[src/rtl/uart_rx_fifo.sv]
// uart_rx_fifo: 16-entry receive FIFO that sits between a UART receiver and the CPU.
//   Clock         system clock, rising edge
//   Reset         asynchronous active-low reset
//   RxReady/RxData/RxParityErr/RxFrameErr   receiver strobes and byte
//   ReadEn        pop the head entry; ReadData shows the head (first-word fall-through)
//   Flush         discard all entries; the error flags are kept
//   ClearErr      clear the sticky error flags
//   IntLevel      RxIntReq fires while Count > IntLevel
//   TimeoutLimit  idle clocks with data waiting before TimeoutIntReq
//   Count/Empty/Full, OverrunErr/ParityErrFlag/FrameErrFlag, RxIntReq, TimeoutIntReq
// Optional feature: define UART_RX_FIFO_TIMEOUT_EN to build the idle-timeout
// counter. Without it, TimeoutIntReq is tied low.
module uart_rx_fifo #(
    parameter int DEPTH = 16
) (
    input  logic        Clock,
    input  logic        Reset,
    input  logic        RxReady,
    input  logic [7:0]  RxData,
    input  logic        RxParityErr,
    input  logic        RxFrameErr,
    input  logic        ReadEn,
    input  logic        Flush,
    input  logic        ClearErr,
    input  logic [3:0]  IntLevel,
    input  logic [15:0] TimeoutLimit,
    output logic [7:0]  ReadData,
    output logic [4:0]  Count,
    output logic        Empty,
    output logic        Full,
    output logic        OverrunErr,
    output logic        ParityErrFlag,
    output logic        FrameErrFlag,
    output logic        RxIntReq,
    output logic        TimeoutIntReq
);

    logic [7:0] mem [DEPTH];
    logic [3:0] wrPtr;
    logic [3:0] rdPtr;
    logic       pushEn;
    logic       popEn;
    logic       overrunSet;

    assign Empty = (Count == 5'd0);
    assign Full  = (Count == 5'd16);

    // Flush overrides both operations. A push into a full FIFO is still
    // accepted when a pop frees the head slot in the same cycle.
    assign popEn      = ReadEn & ~Empty & ~Flush;
    assign pushEn     = RxReady & ~Flush & (~Full | popEn);
    assign overrunSet = RxReady & Full & ~ReadEn & ~Flush;

    assign ReadData = mem[rdPtr];

    // Storage is intentionally not reset.
    always_ff @(posedge Clock) begin
        if (pushEn)
            mem[wrPtr] <= RxData;
    end

    always_ff @(posedge Clock or negedge Reset) begin
        if (!Reset) begin
            wrPtr <= 4'd0;
            rdPtr <= 4'd0;
            Count <= 5'd0;
        end else if (Flush) begin
            wrPtr <= 4'd0;
            rdPtr <= 4'd0;
            Count <= 5'd0;
        end else begin
            if (pushEn) wrPtr <= wrPtr + 4'd1;
            if (popEn)  rdPtr <= rdPtr + 4'd1;
            case ({pushEn, popEn})
                2'b10:   Count <= Count + 5'd1;
                2'b01:   Count <= Count - 5'd1;
                default: Count <= Count;
            endcase
        end
    end

    // Sticky flags: a same-cycle set beats ClearErr.
    always_ff @(posedge Clock or negedge Reset) begin
        if (!Reset) begin
            OverrunErr    <= 1'b0;
            ParityErrFlag <= 1'b0;
            FrameErrFlag  <= 1'b0;
        end else begin
            if (overrunSet)       OverrunErr <= 1'b1;
            else if (ClearErr)    OverrunErr <= 1'b0;
            if (RxParityErr)      ParityErrFlag <= 1'b1;
            else if (ClearErr)    ParityErrFlag <= 1'b0;
            if (RxFrameErr)       FrameErrFlag <= 1'b1;
            else if (ClearErr)    FrameErrFlag <= 1'b0;
        end
    end

    // Registered from current state, so it trails Count/flags by one cycle.
    always_ff @(posedge Clock or negedge Reset) begin
        if (!Reset)
            RxIntReq <= 1'b0;
        else
            RxIntReq <= (Count > {1'b0, IntLevel}) | OverrunErr | ParityErrFlag | FrameErrFlag;
    end

`ifdef UART_RX_FIFO_TIMEOUT_EN
    logic [15:0] idleCnt;

    always_ff @(posedge Clock or negedge Reset) begin
        if (!Reset) begin
            idleCnt       <= 16'd0;
            TimeoutIntReq <= 1'b0;
        end else begin
            // Any FIFO activity or an empty FIFO restarts the idle window.
            if (pushEn | popEn | Flush | Empty)
                idleCnt <= 16'd0;
            else if (idleCnt < TimeoutLimit)
                idleCnt <= idleCnt + 16'd1;
            else
                idleCnt <= TimeoutLimit;

            if (popEn | Flush)
                TimeoutIntReq <= 1'b0;
            else if ((idleCnt == TimeoutLimit) && !Empty)
                TimeoutIntReq <= 1'b1;
        end
    end
`else
    // Limit is not used in this build; the reduction only keeps lint quiet.
    logic unusedTimeoutLimit;
    assign unusedTimeoutLimit = ^TimeoutLimit;
    assign TimeoutIntReq = 1'b0;
`endif

endmodule

[config.mk]
export PLATFORM = sky130hd
export DESIGN_NAME = uart_rx_fifo
export DESIGN_NICKNAME = d
export VERILOG_FILES = /design/src/rtl/uart_rx_fifo.sv
export SDC_FILE = /design/constraint.sdc
export NUM_CORES = 1
export LEC_CHECK = 0
export ABC_AREA = 1
export CAP_MARGIN = 25
export CORE_MARGIN = 1
export CORE_UTILIZATION = 50
export CTS_CLUSTER_SIZE = 10
export DETAILED_ROUTE_END_ITERATION = 16
export PLACE_DENSITY = 0.8
export SYNTH_ARGS = -nofsm -noshare
export SYNTH_HDL_FRONTEND = slang
export SYNTH_SLANG_ARGS = --single-unit
[constraint.sdc]
create_clock -name Clock -period 2.1 [get_ports Clock]
set_input_delay 0.42 -clock Clock [delete_from_list [all_inputs] [get_ports Clock]]
set_output_delay 0.42 -clock Clock [all_outputs]
set_load 0.02 [all_outputs]
Yosys cells after proc, flatten, opt, wreduce, memory -nomap -nowiden
Memory sizes are Yosys's and may differ from the RTL's.
Index checks and enable logic that the tools add are counted.
Cells by class
  add/subtract/negate cells: 4
  $lt $le $gt $ge: 1
  equality and inequality tests: 3
  mux-type cells: 12
  bitwise gates (word level): 15
  reduce and logical (&&, ||, !) cells: 7
Operators with widths (count)
  4-bit 2-to-1 mux: 4
  5-bit one-hot mux with 2 select lines: 1
  2-bit nonzero test: 5
  4-bit by 1-bit adder with 4-bit output, second input constant: 2
  1-bit bitwise AND: 7
  1-bit 2-to-1 mux: 6
  5-bit by 1-bit adder with 5-bit output, second input constant: 1
  5-bit == test, second input constant: 1
  5-bit by 4-bit > comparator with 1-bit output: 1
  5-bit logical NOT: 1
  5-bit 2-to-1 mux: 1
  5-bit by 1-bit subtractor with 5-bit output, second input constant: 1
  1-bit NOT: 4
  1-bit OR: 4
  3-bit nonzero test: 1
  2-bit by 1-bit == test with 1-bit output, second input constant: 1
  2-bit == test, second input constant: 1
Word-level totals
  register bits: 17
  memory bits (writable): 128
  logic and storage cells: 50
  memories kept: 1
Memory list
  mem: words 16, bits a word 8, rd ports 1, clocked after Yosys merged registers in 0, write ports 1, line 38  | logic [7:0] mem [DEPTH];

Logic depth before layout (Yosys ltp)
Gate-level depths: netlist of run 1.
  depth in word-level cells: 9
  gate-level depth with buffers: 12

Worst setup path after synthesis of run 1
Ideal clock, no wire load.
  path type: flip-flop to flip-flop
  start point: register Count[3]
  end point: register Count[4]
  library setup time: 0.117 ns
  arrival time: 1.830 ns
  slack: 0.153 ns
  stages on the path, launching flop included: 13
  path buffers: 0
  cells stage by stage: dfrtp_1 nor2_4 nand3_4 nand4_4 inv_1 ha_1 a21oi_1 nand2_1 nand2_1 nand2_1 xnor2_1 nand2_1 nand2_1
Between the ends
  cells in the longest elaborated chain, start to end: 9
  elaborated cells on any way between the ends: 15
  those cells by class: add/sub (2); eq/ne (3); mux (2); bitwise (6); reduce/logical (2)
Ends and longest elaborated chain
  from (decl): line 28  | output logic [4:0] Count,
  from (signal assigned): line 75  | 2'b10: Count <= Count + 5'd1;
  from (signal assigned): line 76  | 2'b01: Count <= Count - 5'd1;
  from (signal assigned): line 77  | default: Count <= Count;
  5-bit logical NOT: line 45  | assign Empty = (Count == 5'd0);
  1-bit NOT: line 50  | assign popEn = ReadEn & ~Empty & ~Flush;
  1-bit bitwise AND (2 in series): line 50
  1-bit OR: line 51  | assign pushEn = RxReady & ~Flush & (~Full | popEn);
  1-bit bitwise AND: line 51
  2-bit by 1-bit == test with 1-bit output / 2-bit == test (equally long branches): line 74  | case ({pushEn, popEn})
  5-bit one-hot mux with 2 select lines: line 74
  5-bit 2-to-1 mux: line 67  | end else if (Flush) begin
Parallel ways exist; a longest one is shown, timed or not.
A chain may end at the register's enable or synchronous reset.

Final worst setup path of run 1
  start point: register rdPtr[0]
  end point: output ReadData[6]
Between the ends
  cells in the longest elaborated chain, start to end: 1
Ends and longest elaborated chain
  from (decl): line 40  | logic [3:0] rdPtr;
  from (signal assigned): line 73  | if (popEn) rdPtr <= rdPtr + 4'd1;
  memory read 16 x 8 bit
  to (decl): line 27  | output logic [7:0] ReadData,
No other way between the ends.

==> run metrics, run 1 <==
status=finished, violations left; violated checks=setup timing; critical path class=flip-flop to output port; final core utilization=0.661; Syn-to-layout area delta=27.5%; Clock Latency Late Sink=0.42 ns; Die Wd=114 um; RSZ-0062 raised after global routing=true; Distinct cells, synth=35; count of pins over their slew limit=0; mapped cell area=6280 um^2; Total GRT Usage=0.249; Worst Reg-to-Reg Cells=11; critical path capture point=ReadData[6]; Worst Hold Class=input port to asynchronous set/reset pin; synth warn=0; peak fanout along the critical path=12; Fmax achieved=~0.43 GHz; Power Density=1010 nW/um^2; Critical Path Start Type=flip-flop; Ant. Diodes=0; sequential area share after synthesis=0.680; # IOs=between 50 and 60; CP endpoint kind=output port; met3 usage=0.0487; WL per Instance=18.3 um; pin count of the biggest net entering global routing=25; final hold violation count=0; # rows=40; Syn Inst Count=about 540; required time worst endpoint=1.68 ns; clock root buffer=clkbuf_16; DRT iter0 DRCs=504; final instance area=8010 um^2; H-tree depth=4; Placement Cell Area=7210 um^2; number of synthesized register bits=between 100 and 150; post-DP HPWL=9.25 mm; CTS sink count=~150; DRC viols=0; CTS Hold Bufs=0; Setup Skew=0.00776 ns; Die Height=114 um; Final setup violation count=8; placer congestion estimate=0.857; nets@finish=approximately 700; busiest grt layer=met2; Reg-to-Reg Start=Count[0]; worst setup margin=-0.226 ns; vias in the first global route=4582; initial antenna violation count=0; # fillers=873; I/O Buffers=38; Max Cap Viol=0; clock-pin slew on the worst setup and hold paths=~0.060 ns; Starting Density=0.519; DR vias=4579; PnR Total Power=between 0.008 and 0.009 W; setup TNS=-1.65 ns; Total Die Area=13000 um^2; CTS tree=yes; Critical Path AT=1.91 ns; synthesized net count=586; crit path from=rdPtr[0]; Worst R2R End=Count[3]; Rel. slew slack=0.501; grt ovf=0; Mapped Avg Cell Area=between 10 and 15 um^2; antenna viol nets, final=0; Core ar.=12100 um^2; Pre-Repair DR Iteration Count=6; clock buffer depth=2; global-route wire length before repair=roughly 23 mm; Tcrit/Tclk final=1.11; peak supply drop=about 0.0005 V; vias per inst=between 5 and 6; routed wire length=roughly 15 mm; cts bufs inserted=17; P_leak=a little over 3 nW; share of layout cells above drive strength 1=0.225; actual slew at the worst max-slew pin=0.747 ns; met2 Resource Use GR=0.430; crit path time final=around 2.3 ns; R2R Setup Slk=0.16 ns; met1 usage=0.291
[Yosys cell counts (all sizes together)]
library cell	n	area [um^2]
a21oi	25	125
a31oi	1	6.26
buf	23	155
clkbuf	2	7.51
clkinv	1	5.00
conb	1	3.75
dfrtp	17	425
edfxtp	128	3840
fa	1	20.0
ha	12	150
inv	38	148
nand2	96	375
nand3	33	200
nand4	12	96.3
nor2	67	267
nor3	3	15.0
nor3b	1	7.51
o211ai	11	82.6
o21ai	55	275
o21bai	2	15.0
o22ai	5	31.3
o32ai	1	8.76
xnor2	2	17.5
[power breakdown]
part           internal (W)  total, W  leakage [nW]  switching [W]
clock               0.00172   0.00278         0.263        0.00105
sequential          0.00324   0.00332          1.37      0.0000836
combinational      0.000838   0.00200          1.48        0.00117
[sequential cells by signal, indices dropped and copies added (netlist names)]
| name | cells |
|---|---|
| ParityErrFlag | 1 |
| wrPtr | 4 |
| FrameErrFlag | 1 |
| Count | 5 |
| OverrunErr | 1 |
| RxIntReq | 1 |
| mem | 128 |
| rdPtr | 4 |
[layout make-up]
cell class / instances / area, um^2 / share of cell area
flip-flops and latches: 145 / 4270 / 0.533
repair buffers: 106 / 1030 / 0.129
well taps: 168 / 210 / 0.0262
clock inverters: 9 / 90.1 / 0.0112
multi-input cells: 328 / 1800 / 0.225
inverters: 39 / 160 / 0.0200
clock buffers: 23 / 448 / 0.0559
[cells by family (layout without fill, tap and decap cells)]
group / after synthesis / after routing / share of synthesized area
adders and majority gates: 13 / 13 / 0.0271
AOI/OAI and AO/OA: 100 / 100 / 0.0867
and+or+nand+nor: 212 / 212 / 0.153
buffers and inverters: 64 / 177 / 0.0502
DFF: 145 / 145 / 0.680
other: 1 / 1 / 0.000597
xor gates and xnor gates: 2 / 2 / 0.00279
[layout by cell type (no fill, tap or decap), types with 3 or more instances in the layout]
cell,count
o21ai_0,21
dfrtp_2,3
buf_4,54
clkdlybuf4s50_1,28
a21oi_2,4
clkinv_1,4
nor2_4,5
clkinv_2,4
buf_12,5
buf_6,13
nand4_1,10
inv_1,29
clkbuf_1,6
inv_2,5
o211ai_1,11
inv_4,3
nor2_1,56
a21oi_1,21
clkbuf_16,17
ha_1,12
o22ai_1,3
o21ai_1,28
nand2_1,91
nand2_2,3
edfxtp_1,128
nor2_2,6
nor3_1,3
dfrtp_1,14
o21ai_2,6
nand3_1,29
[stage by stage]
| stage | setup WS (ns) | cells | hold slack, ns |
|---|---|---|---|
| 2_1_floorplan | 0.153 | 537 | 0.124 |
| 3_3_place_gp | -0.254 | 780 | 0.500 |
| 3_5_place_dp | -0.292 | 780 | 0.514 |
| 4_1_cts | -0.293 | 820 | 0.332 |
| 5_1_grt | -0.308 | 818 | 0.356 |
| 6_report | -0.226 | 818 | 0.336 |
[per-layer routing]
metal,vias to the layer above,part of all wire
met2,225,0.53
met3,37,0.066
met5,-,0
li1,2093,-
met4,0,0.034
met1,2224,0.37
[how the worst min path moves through the flow]
stage,startpoint,end
after floorplan,Reset,Count[0]
after global placement,FrameErrFlag,RxIntReq
after detailed placement,FrameErrFlag,RxIntReq
after CTS,Reset,ParityErrFlag
after global routing,Reset,wrPtr[1]
final,Reset,ParityErrFlag
[worst max-delay path: stages (launching register included)]
cell	delay, ns
dfrtp_2	0.46
clkinv_4	0.11
buf_6	0.17
buf_6	0.15
nand2_1	0.05
a31oi_1	0.19
nand3_1	0.12
nand2_1	0.12
buf_6	0.12
[timing repair]
action	CTS	global route
resized for setup	90	21
gates cloned	4	0
endpoints found under the hold margin	0	0
setup endpoints to repair	10	10
pin swaps	13	18
setup buffers	4	0
(Power assumes the default switching activity.)
==> inputs of run 2 (changes only) <==
Settings changed: CAP_MARGIN 25 to 20, CORE_UTILIZATION 50 to 55, PLACE_DENSITY 0.8 to 0.86, RECOVER_POWER set to 25.
==> run metrics, run 2 (same netlist as run 1, synthesis figures left out) <==
CP max stage delay=0.45 ns (about the same); Fmax achieved=0.406 GHz (-5.6%); Worst Reg-to-Reg Cells=12 (+1); Critical Path AT=2.04 ns (+0.13 ns); crit path time final=2.46 ns (+0.138 ns); # IOs=56 (unchanged); # rows=38 (-5.0%); actual slew at the worst max-slew pin=1.00 ns (+0.253 ns); grt ovf=0 (unchanged); net switching power figure=0.00251 W (+8.8%); Pre-Repair DR Iteration Count=5 (-1); routed wire length=16.1 mm (+7.5%); DR vias=4806 (+5.0%); cts bufs inserted=17 (unchanged); pre-CTS setup slack=-0.276 ns (+0.0155 ns); Rel. slew slack=0.333 (-0.167); Total Die Area=11900 um^2 (-8.9%); Die Height=109 um (-4.6%); Setup Skew=0.0149 ns (+0.00714 ns); Syn-to-layout area delta=28.2%; clock root buffer=clkbuf_16; CP Cell Sequence=inv_4 > buf_12 > buf_16 > nor2_1 > o211ai_1 > nand4_1 > nand2_1 > buf_4; peak fanout along the critical path=6 (-6); Seq pwr share=0.389 (-0.021); final hold violation count=0 (unchanged); Worst Hold Class=flip-flop to flip-flop; DRT iter0 DRCs=495 (-1.8%); status=finished, violations left; commonest non-fill, non-tap cell in the layout=edfxtp_1; global-route wire length before repair=24.9 mm (+6.8%); clock buffer depth=2 (unchanged); clock-pin slew on the worst setup and hold paths=0.06 ns (about the same); hold path depth=2; H-tree depth=4 (unchanged); Largest regs=mem x128, Count x5; Final setup violation count=8 (unchanged); peak supply drop=0.000690 V (+42%); vias per inst=6.05 (+8.0%); final core utilization=0.733 (+0.0717); delay-heaviest family, CP=buffers and inverters; CP endpoint kind=output port; Power Density=1060 nW/um^2 (+4.7%); WL per Instance=20.2 um (+11%); Placed Cells=749 (-4.0%); Max Cap Viol=0 (unchanged); final std cells w/o fill=795 (-2.8%); # fillers=646 (-26%); required time worst endpoint=1.68 ns (about the same); Clock Power Share=0.364 (+0.021); P_leak=3.14 nW (+0.99%); Total GRT Usage=0.295 (+0.0465); Tcrit/Tclk final=1.17 (+0.0658); DRC viols=0 (unchanged); Ant. Diodes=0 (unchanged); pin count of the biggest net entering global routing=25 (unchanged); Internal=0.00602 W (+3.8%); Gate power share=0.247 (about the same); RSZ-0062 raised after global routing=true; Critical Path Start Type=flip-flop; most frequent cells in the layout=128 x edfxtp_1, 90 x nand2_1, 62 x buf_4; share of layout cells above drive strength 1=0.240 (+0.0151); CTS sink count=145 (unchanged); cell depth of the worst setup path=8 (unchanged); post-DP HPWL=9.54 mm (+3.2%); Core ar.=11000 um^2 (-9.3%); vias in the first global route=4876 (+6.4%); nets@finish=691 (+0.73%); initial antenna violation count=0 (unchanged); placer congestion estimate=0.857 (about the same); CP max-delay cell=dfrtp_2; Reg with most FFs=mem; count of pins over their slew limit=0 (unchanged); worst setup margin=-0.364 ns (-0.138 ns); CTS tree=yes; max reg flops=128 (unchanged); antenna viol nets, final=0 (unchanged); I/O Buffers=38 (unchanged); violated checks=setup timing; Worst Path Buf+Inv=4 (unchanged); Starting Density=0.572 (+0.0533); critical path class=flip-flop to output port; Net Sw Frac=0.294 (+0.00956); Clock Latency Late Sink=0.42 ns (about the same); Die Wd=109 um (-4.6%)
run 2: cell count changes in the layout (fill, tap and decap cells not counted), moves of 5 or more:
cell and delta:
dlygate4sd3_1 +6, clkdlybuf4s50_1 -6, inv_6 +5, buf_4 +8, o21ai_0 +5
run 2: final timing paths:
kind / startpoint / slack (ns) / end
min in group asynchronous: Reset / 0.69 / ParityErrFlag
worst max-delay path: rdPtr[0] / -0.36 / ReadData[5]
max in group asynchronous: Reset / 0.74 / Count[2]
worst min-delay path: FrameErrFlag / 0.51 / RxIntReq
worst min register to register: FrameErrFlag / 0.51 / RxIntReq
worst max register to register: Count[0] / 0.11 / Count[4]
run 2: power groups by stage:
stage / Sequential (W) / Clock, W / Combinational [W]
4_1_cts: 0.00333 / 0.00311 / 0.00197
3_5_place_dp: 0.00338 / 0 / 0.00170
6_report: 0.00332 / 0.00310 / 0.00210
2_1_floorplan: 0.00339 / 0 / 0.000961
3_3_place_gp: 0.00337 / 0 / 0.00161
5_1_grt: 0.00333 / 0.00323 / 0.00224
run 2: what timing repair did:
action | 4_1_cts | 5_1_grt
setup buffers | 5 | 8
hold buffers | 0 | 0
endpoints found under the setup margin | 10 | 10
gates resized for setup | 86 | 13
gates cloned | 2 | 0
pin swaps | 27 | 18
run 2: worst min-delay path: cells and delay by family, from the launching register on:
kind | cells | cell delay, ns
DFF | 1 | 0.34
and+or+nand+nor | 1 | 0.08
buffers and inverters | 1 | 0.05
run 2: final cells by class:
cell class              count  area [um^2]  share of cell area
multi-input cells         328         1780               0.221
flip-flops and latches    145         4280               0.531
inverters                  39          155              0.0193
well taps                 140          175              0.0218
clock inverters            14          176              0.0219
clock buffers              18          429              0.0533
repair buffers            111         1060               0.131
run 2: per-stage QoR:
step                      setup TNS [ns]  instance area (um^2)  power, W  hold WS [ns]
after floorplan                        0                  6280   0.00435         0.124
after global placement             -6.89                  7170   0.00499         0.490
after detailed placement           -9.12                  7170   0.00508         0.502
after CTS                          -1.95                  7970   0.00841         0.326
after global routing               -3.00                  8050   0.00879         0.543
final                              -2.39                  8050   0.00853         0.515
run 2: layer usage:
layer | vias to the layer above | part of all wire | GRT usage
li1 | 2108 | - | -
met1 | 2275 | 0.35 | 0.338
met2 | 351 | 0.50 | 0.501
met3 | 72 | 0.091 | 0.0693
met4 | 0 | 0.054 | 0.181
met5 | - | 0 | 0
